`src/rtl/platform_field_pkg.sv`:
```
// Shared types and default playfield geometry for the platform manager.
// The layout helper is a constant function so it can seed reset values.
package platform_pkg;

  typedef logic [9:0] coord_t;

  typedef enum logic [1:0] {
    IDLE   = 2'd0,
    UPDATE = 2'd1,
    DONE   = 2'd2
  } state_t;

  localparam int H_DEFAULT      = 480;
  localparam int X_MIN_DEFAULT  = 140;
  localparam int X_MAX_DEFAULT  = 499;
  localparam int PLAT_W_DEFAULT = 60;

  function automatic coord_t init_x(input int i, input int xmin, input int range);
    return coord_t'(xmin + ((40 * i) % range));
  endfunction

endpackage

```
`src/rtl/platform_field_lfsr16.sv`:
```
// Free-running 16-bit Galois LFSR (taps 16'hB400), loaded with seed on Reset.
// Only the low OUT_W bits are exposed to the consumer.
module lfsr16 #(
  parameter int OUT_W = 16
) (
  input  logic             Clk,
  input  logic             Reset,
  input  logic [15:0]      seed,
  output logic [OUT_W-1:0] value
);

  logic [15:0] q;

  // Right-shifting Galois step, feedback taken from the bit shifted out.
  always_ff @(posedge Clk or posedge Reset) begin
    if (Reset) begin
      q <= seed;
    end else begin
      q <= {1'b0, q[15:1]} ^ (q[0] ? 16'hB400 : 16'h0000);
    end
  end

  assign value = q[OUT_W-1:0];

endmodule

```
`src/rtl/platform_field.sv`:
```
// Platform manager: one platform updated per clock on each frame tick,
// horizontal bounce inside [X_MIN, XR] and downward scroll with top respawn.
module platform_field
  import platform_pkg::*;
#(
  parameter int          N_PLAT = 8,
  parameter int          H      = H_DEFAULT,
  parameter int          X_MIN  = X_MIN_DEFAULT,
  parameter int          X_MAX  = X_MAX_DEFAULT,
  parameter int          PLAT_W = PLAT_W_DEFAULT,
  parameter logic [15:0] SEED   = 16'hACE1
) (
  input  logic                    Clk,
  input  logic                    Reset,
  input  logic                    frame_tick,
  input  logic                    init,
  input  logic                    scroll_valid,
  input  logic [3:0]              scroll_px,
  output logic [0:N_PLAT-1][9:0]  Platform_X_out,
  output logic [0:N_PLAT-1][9:0]  Platform_Y_out,
  output logic [N_PLAT-1:0]       Platform_moving,
  output logic                    busy,
  output logic                    frame_done,
  output logic                    overrun
);

  localparam int XR    = X_MAX - PLAT_W + 1;
  localparam int RANGE = XR - X_MIN + 1;
  localparam int IW    = $clog2(N_PLAT);

  localparam logic [10:0]   XR_C    = 11'(XR);
  localparam logic [10:0]   XMIN_C  = 11'(X_MIN);
  localparam logic [10:0]   H_C     = 11'(H);
  localparam logic [10:0]   RANGE_C = 11'(RANGE);
  localparam logic [IW-1:0] LAST    = IW'(N_PLAT - 1);

  state_t state, state_nx;
  logic [IW-1:0] idx;
  logic [3:0]    scroll;
  logic [12:0]   rnd;

  logic [0:N_PLAT-1][9:0] px, py, init_px, init_py;
  logic [N_PLAT-1:0]      mov, dir_left, init_mov;
  logic [N_PLAT-1:0][1:0] spd, init_spd;

  logic [10:0] cx, sp, ny, r;
  coord_t      upd_x, upd_y;
  logic        upd_mov, upd_dir;
  logic [1:0]  upd_spd;

  lfsr16 #(.OUT_W(13)) u_lfsr (
    .Clk   (Clk),
    .Reset (Reset),
    .seed  (SEED),
    .value (rnd)
  );

  for (genvar g = 0; g < N_PLAT; g++) begin : g_layout
    assign init_px[g]  = init_x(g, X_MIN, RANGE);
    assign init_py[g]  = coord_t'(g * (H / N_PLAT));
    assign init_mov[g] = 1'(g % 2);
    assign init_spd[g] = 2'((g % 3) + 1);
  end

  // Next position/attributes of the platform currently selected by idx.
  always_comb begin
    cx      = {1'b0, px[idx]};
    sp      = {9'd0, spd[idx]};
    ny      = {1'b0, py[idx]} + {7'd0, scroll};
    r       = {2'b00, rnd[8:0]};
    upd_x   = px[idx];
    upd_y   = py[idx];
    upd_mov = mov[idx];
    upd_spd = spd[idx];
    upd_dir = dir_left[idx];
    if (!mov[idx]) begin
      upd_x = px[idx];
    end else if (!dir_left[idx]) begin
      if (cx + sp >= XR_C) begin
        upd_x   = 10'(XR_C);
        upd_dir = 1'b1;
      end else begin
        upd_x = 10'(cx + sp);
      end
    end else begin
      if (cx <= XMIN_C + sp) begin
        upd_x   = 10'(XMIN_C);
        upd_dir = 1'b0;
      end else begin
        upd_x = 10'(cx - sp);
      end
    end
    // Wrapping keeps the vertical spacing; the respawn overrides the bounce.
    if (ny > H_C - 11'd1) begin
      upd_y   = 10'(ny - H_C);
      upd_x   = 10'(XMIN_C + ((r >= RANGE_C) ? r - RANGE_C : r));
      upd_mov = rnd[9];
      upd_spd = 2'd1 + ((rnd[11:10] == 2'd3) ? 2'd0 : rnd[11:10]);
      upd_dir = rnd[12];
    end else begin
      upd_y = 10'(ny);
    end
  end

  // Pass sequencing; init always returns to IDLE and discards the pass.
  always_comb begin
    state_nx = state;
    case (state)
      IDLE: begin
        if (frame_tick) state_nx = UPDATE;
        else            state_nx = IDLE;
      end
      UPDATE: begin
        if (idx == LAST) state_nx = DONE;
        else             state_nx = UPDATE;
      end
      DONE:    state_nx = IDLE;
      default: state_nx = IDLE;
    endcase
    if (init) state_nx = IDLE;
  end

  // State, pass bookkeeping and the in-place platform arrays.
  always_ff @(posedge Clk or posedge Reset) begin
    if (Reset) begin
      state    <= IDLE;
      idx      <= '0;
      scroll   <= 4'd0;
      px       <= init_px;
      py       <= init_py;
      mov      <= init_mov;
      spd      <= init_spd;
      dir_left <= '0;
    end else if (init) begin
      state    <= IDLE;
      idx      <= '0;
      scroll   <= 4'd0;
      px       <= init_px;
      py       <= init_py;
      mov      <= init_mov;
      spd      <= init_spd;
      dir_left <= '0;
    end else begin
      state <= state_nx;
      if (state == IDLE && frame_tick) begin
        idx    <= '0;
        scroll <= scroll_valid ? scroll_px : 4'd0;
      end else if (state == UPDATE) begin
        idx           <= idx + 1'b1;
        px[idx]       <= upd_x;
        py[idx]       <= upd_y;
        mov[idx]      <= upd_mov;
        spd[idx]      <= upd_spd;
        dir_left[idx] <= upd_dir;
      end else begin
        idx <= idx;
      end
    end
  end

  assign Platform_X_out  = px;
  assign Platform_Y_out  = py;
  assign Platform_moving = mov;
  assign busy            = (state != IDLE);
  assign frame_done      = (state == DONE);
  assign overrun         = frame_tick & (state != IDLE) & ~init;

endmodule

```
`config.mk`:
```
export PLATFORM = sky130hd
export DESIGN_NAME = platform_field
export DESIGN_NICKNAME = d
export VERILOG_FILES = /design/src/rtl/platform_field_pkg.sv /design/src/rtl/platform_field_lfsr16.sv /design/src/rtl/platform_field.sv
export SDC_FILE = /design/constraint.sdc
export NUM_CORES = 1
export LEC_CHECK = 0
export CORE_ASPECT_RATIO = 1.25
export CORE_MARGIN = 10
export CORE_UTILIZATION = 54
export DETAILED_ROUTE_END_ITERATION = 10
export MAX_ROUTING_LAYER = met4
export PLACE_DENSITY = 0.9
export SLEW_MARGIN = 40
export SYNTH_ARGS = -nofsm -noshare
export SYNTH_HDL_FRONTEND = slang
export SYNTH_SLANG_ARGS = --single-unit
export TNS_END_PERCENT = 10
```
`constraint.sdc`:
```
create_clock -name Clk -period 9.5 [get_ports Clk]
set_input_delay 2.85 -clock Clk [delete_from_list [all_inputs] [get_ports Clk]]
set_output_delay 2.85 -clock Clk [all_outputs]
set_load 0.01 [all_outputs]
```
==> results.toml <==
[run_status]
outcome = "finished clean"

[clock_network]
htree_levels = 1
path_clk_slew_ns = 0.06
cts.sinks = 217
insertion_delay_ns = 0.52
ctsHoldBuffers = 0
post_cts_buffers = 0
clockBufferDepth = 3
ctsRootBufferMaster = "clkbuf_16"
cts_made_buffers = 22
cts.repair.resized = 0
cts_tree = "yes"

[synthesis]
yosysUniqueCellTypes = 83
ys_async_sr_fraction_pct = 100
yosys.area_share.adder_pct = 2.30
synth_nets = 1085
synth_area_per_cell_um2 = 10.7
netlist_area_mm2 = 0.0113
ys_warn_count = 0
synth_compound_area_share_pct = 22.3
synth_xor_xnor_area_share_pct = 1.93
synth-seq-cells = 217
synthFlopType = "dfrtp_1"
synth_top_family_by_area = "compound AO/OA/AOI/OAI gates"
yosysSeqAreaShare_pct = 48.9
yosys.area_share.simple_pct = 11.9
synth_edf_count = 0
synthCells = 1057
synth.area.mux_share_pct = 9.05

[critical_path]
critical_path_class = "primary input to output port"
path_cells = "clkdlybuf4s50_1 -> buf_4 -> nor3b_1 -> clkdlybuf4s50_1"
rr_worst_depth = 18
r2r_slack_ns = 3.47
slowest_stage = "clkdlybuf4s50_1"
critPathRequiredTime_ns = 6.65
slowest_delay_ns = 0.56
cpMostUsedCell = "clkdlybuf4s50_1"
r2r_end = "Platform_Y_out[48]$_DFFE_PP0P_"
reg2reg_from = "idx[1]$_DFFE_PP0P_"
crit_fanout = 38
crit_path_end_kind = "output port"
crit_arrival_ns = 4.29
crit_path_start_kind = "primary input"

[min_path]
holdPathStages = 0
hp-class = "flip-flop to flip-flop"
min_from = "u_lfsr.q[7]$_DFF_PP1_"
min_to = "u_lfsr.q[6]$_DFF_PP1_"

[floorplan]
die-area_mm2 = 0.0272
start_util_pct = 54.6
die_h_um = 182
core_mm2 = 0.0207
ios = 180
die_w_um = 150
rows = 59

[sta]
max_freq_mhz = 140
hold_viol = 0
rsz0062_at_grt = "false"
fin_skew_ns = 0.0107
relSlewSlack_pct = 32.6
holdWs_ns = 0.394
fin_ws_ns = 2.36
finalCritPeriodShare_pct = 75.2
setup_viol = 0
tns_ns = 0
period_needed_ns = 7.14
drv_slew = 0
worst_pin_slew_ns = 1.01

[pwr]
powerDensity_mw_per_mm2 = 154
peakVddDrop_mv = 0.136
power.leakage_nw = 5.67

[placement]
place_congestion = 1.03
io_buffers = 179
post-dp-hpwl_um = 29000
dpl_worst_slack_ns = 2.34

[drt]
remaining_drc_errors = 0
drt_iter0_markers = 1338
drt_wl_total_um = 42500
drt_pre_antenna_iters = 9
routed_via_density = 6.95
avgRoutedWirePerCell_um = 28.2
ant_nets = 0
num_vias = 10461

[cells_and_area]
diodes = 0
area_growth_syn_to_layout_pct = 24.9
drive_above_1_share_pct = 17.7
final_core_util_pct = 68.2
nets = 1243

[global_route]
antenna_found_initial = 0
grt.busiest_layer = "met2"
met3_usage_pct = 7.94
grt_use_met1_pct = 37.3
grt_pass1_vias = 10598
grt_max_degree = 149
grtUsageTotal_pct = 31.2
grt_pass1_wl_um = 64000
grt_overflow = 0
grtUsageMet2_pct = 46.6

[run]
drv_cap = 0
-- kinds of logic (layout without fill, tap and decap cells) --
| group | count (synthesis) | in the layout |
|---|---|---|
| flip-flops | 217 | 217 |
| buffers and inverters | 92 | 266 |
| AO/OA/AOI/OAI | 344 | 344 |
| multiplexers | 70 | 70 |
| XOR/XNOR | 25 | 25 |
| AND/OR/NAND/NOR | 290 | 290 |
| adder cells (fa/ha/maj) | 19 | 19 |
-- metal layers --
layer	up-vias	share of wire [%]
met5	-	0
met4	0	7.3
met3	253	12
met2	868	44
met1	5093	36
li1	4247	-
-- critical path: cells and delay by family --
kind          cells  cell delay, ns
buf+inv           3            1.21
simple gates      1            0.23
-- power by group --
part | total (W) | switching [W] | internal (W)
clock | 0.000901 | 0.000371 | 0.000530
combinational | 0.000328 | 0.000227 | 0.000101
sequential | 0.000951 | 0.0000122 | 0.000939
-- state kept, by name, indices dropped and copies added, names as in the netlist --
register and flops:
idx 3, state 2, Platform_moving 8, Platform_X_out 80, spd 16, scroll 4, dir_left 8, u_lfsr.q 16
Platform_Y_out 80
-- placed cells by master (no fill, tap or decap), types with 13 or more instances in the layout --
| cell type | count |
|---|---|
| o21ai_0 | 67 |
| a21oi_1 | 54 |
| dfrtp_1 | 132 |
| mux2i_1 | 31 |
| nand2_1 | 122 |
| clkdlybuf4s50_1 | 179 |
| nand3_1 | 16 |
| inv_1 | 22 |
| buf_4 | 21 |
| mux2_2 | 13 |
| o22a_1 | 53 |
| mux4_2 | 24 |
| xnor2_1 | 18 |
| a22o_1 | 56 |
| ha_1 | 16 |
| nor2_1 | 68 |
| clkbuf_16 | 23 |
| dfstp_2 | 82 |
-- cell type report --
type                            count  area (um2)
Fill cell                        1456        6600
Sequential cell                   217        5540
Multi-Input combinational cell    748        5460
Timing Repair Buffer              201        1960
Clock buffer                       33         653
Tap cell                          274         343
Inverter                           25         106
Clock inverter                      7        90.1
-- worst max-delay path by stage --
stage	to	slack, ns	from
3_5_place_dp	overrun	2.34	init
6_report	overrun	2.36	init
4_1_cts	overrun	2.34	init
3_3_place_gp	overrun	2.35	init
5_1_grt	overrun	2.27	init
2_1_floorplan	Platform_X_out[0]$_DFFE_PP0P_	0.85	Reset
-- per-stage QoR --
stage          instance area, um2  power (W)  std cells
6_report                    14100    0.00218       1505
5_1_grt                     14100    0.00223       1505
4_1_cts                     14100    0.00216       1505
3_5_place_dp                13400    0.00128       1465
3_3_place_gp                13400    0.00128       1465
2_1_floorplan               11300    0.00117       1057
-- cell usage after synthesis (all sizes together) (5+ instances only) --
library cell	count	area (um2)
nand3	17	90.1
nor2b	11	68.8
dfrtp	135	3380
dfstp	82	2150
mux2	13	146
clkbuf	44	165
inv	24	90.1
ha	16	200
or3	5	31.3
o21ai	73	380
mux2i	33	338
and3	9	56.3
and2	6	37.5
buf	23	150
o22ai	11	68.8
a22o	56	490
a221oi	12	105
xor2	7	61.3
o21a	5	37.5
a211oi	5	37.5
o22a	53	464
or2	5	31.3
nand2	123	462
mux4	24	541
a2111oi	5	50.0
a21o	8	60.1
xnor2	18	158
nor3	12	60.1
nand2b	9	56.3
a22oi	6	60.1
nor2	73	274
a21oi	61	320
No activity file was read; power rests on OpenSTA's default activity.
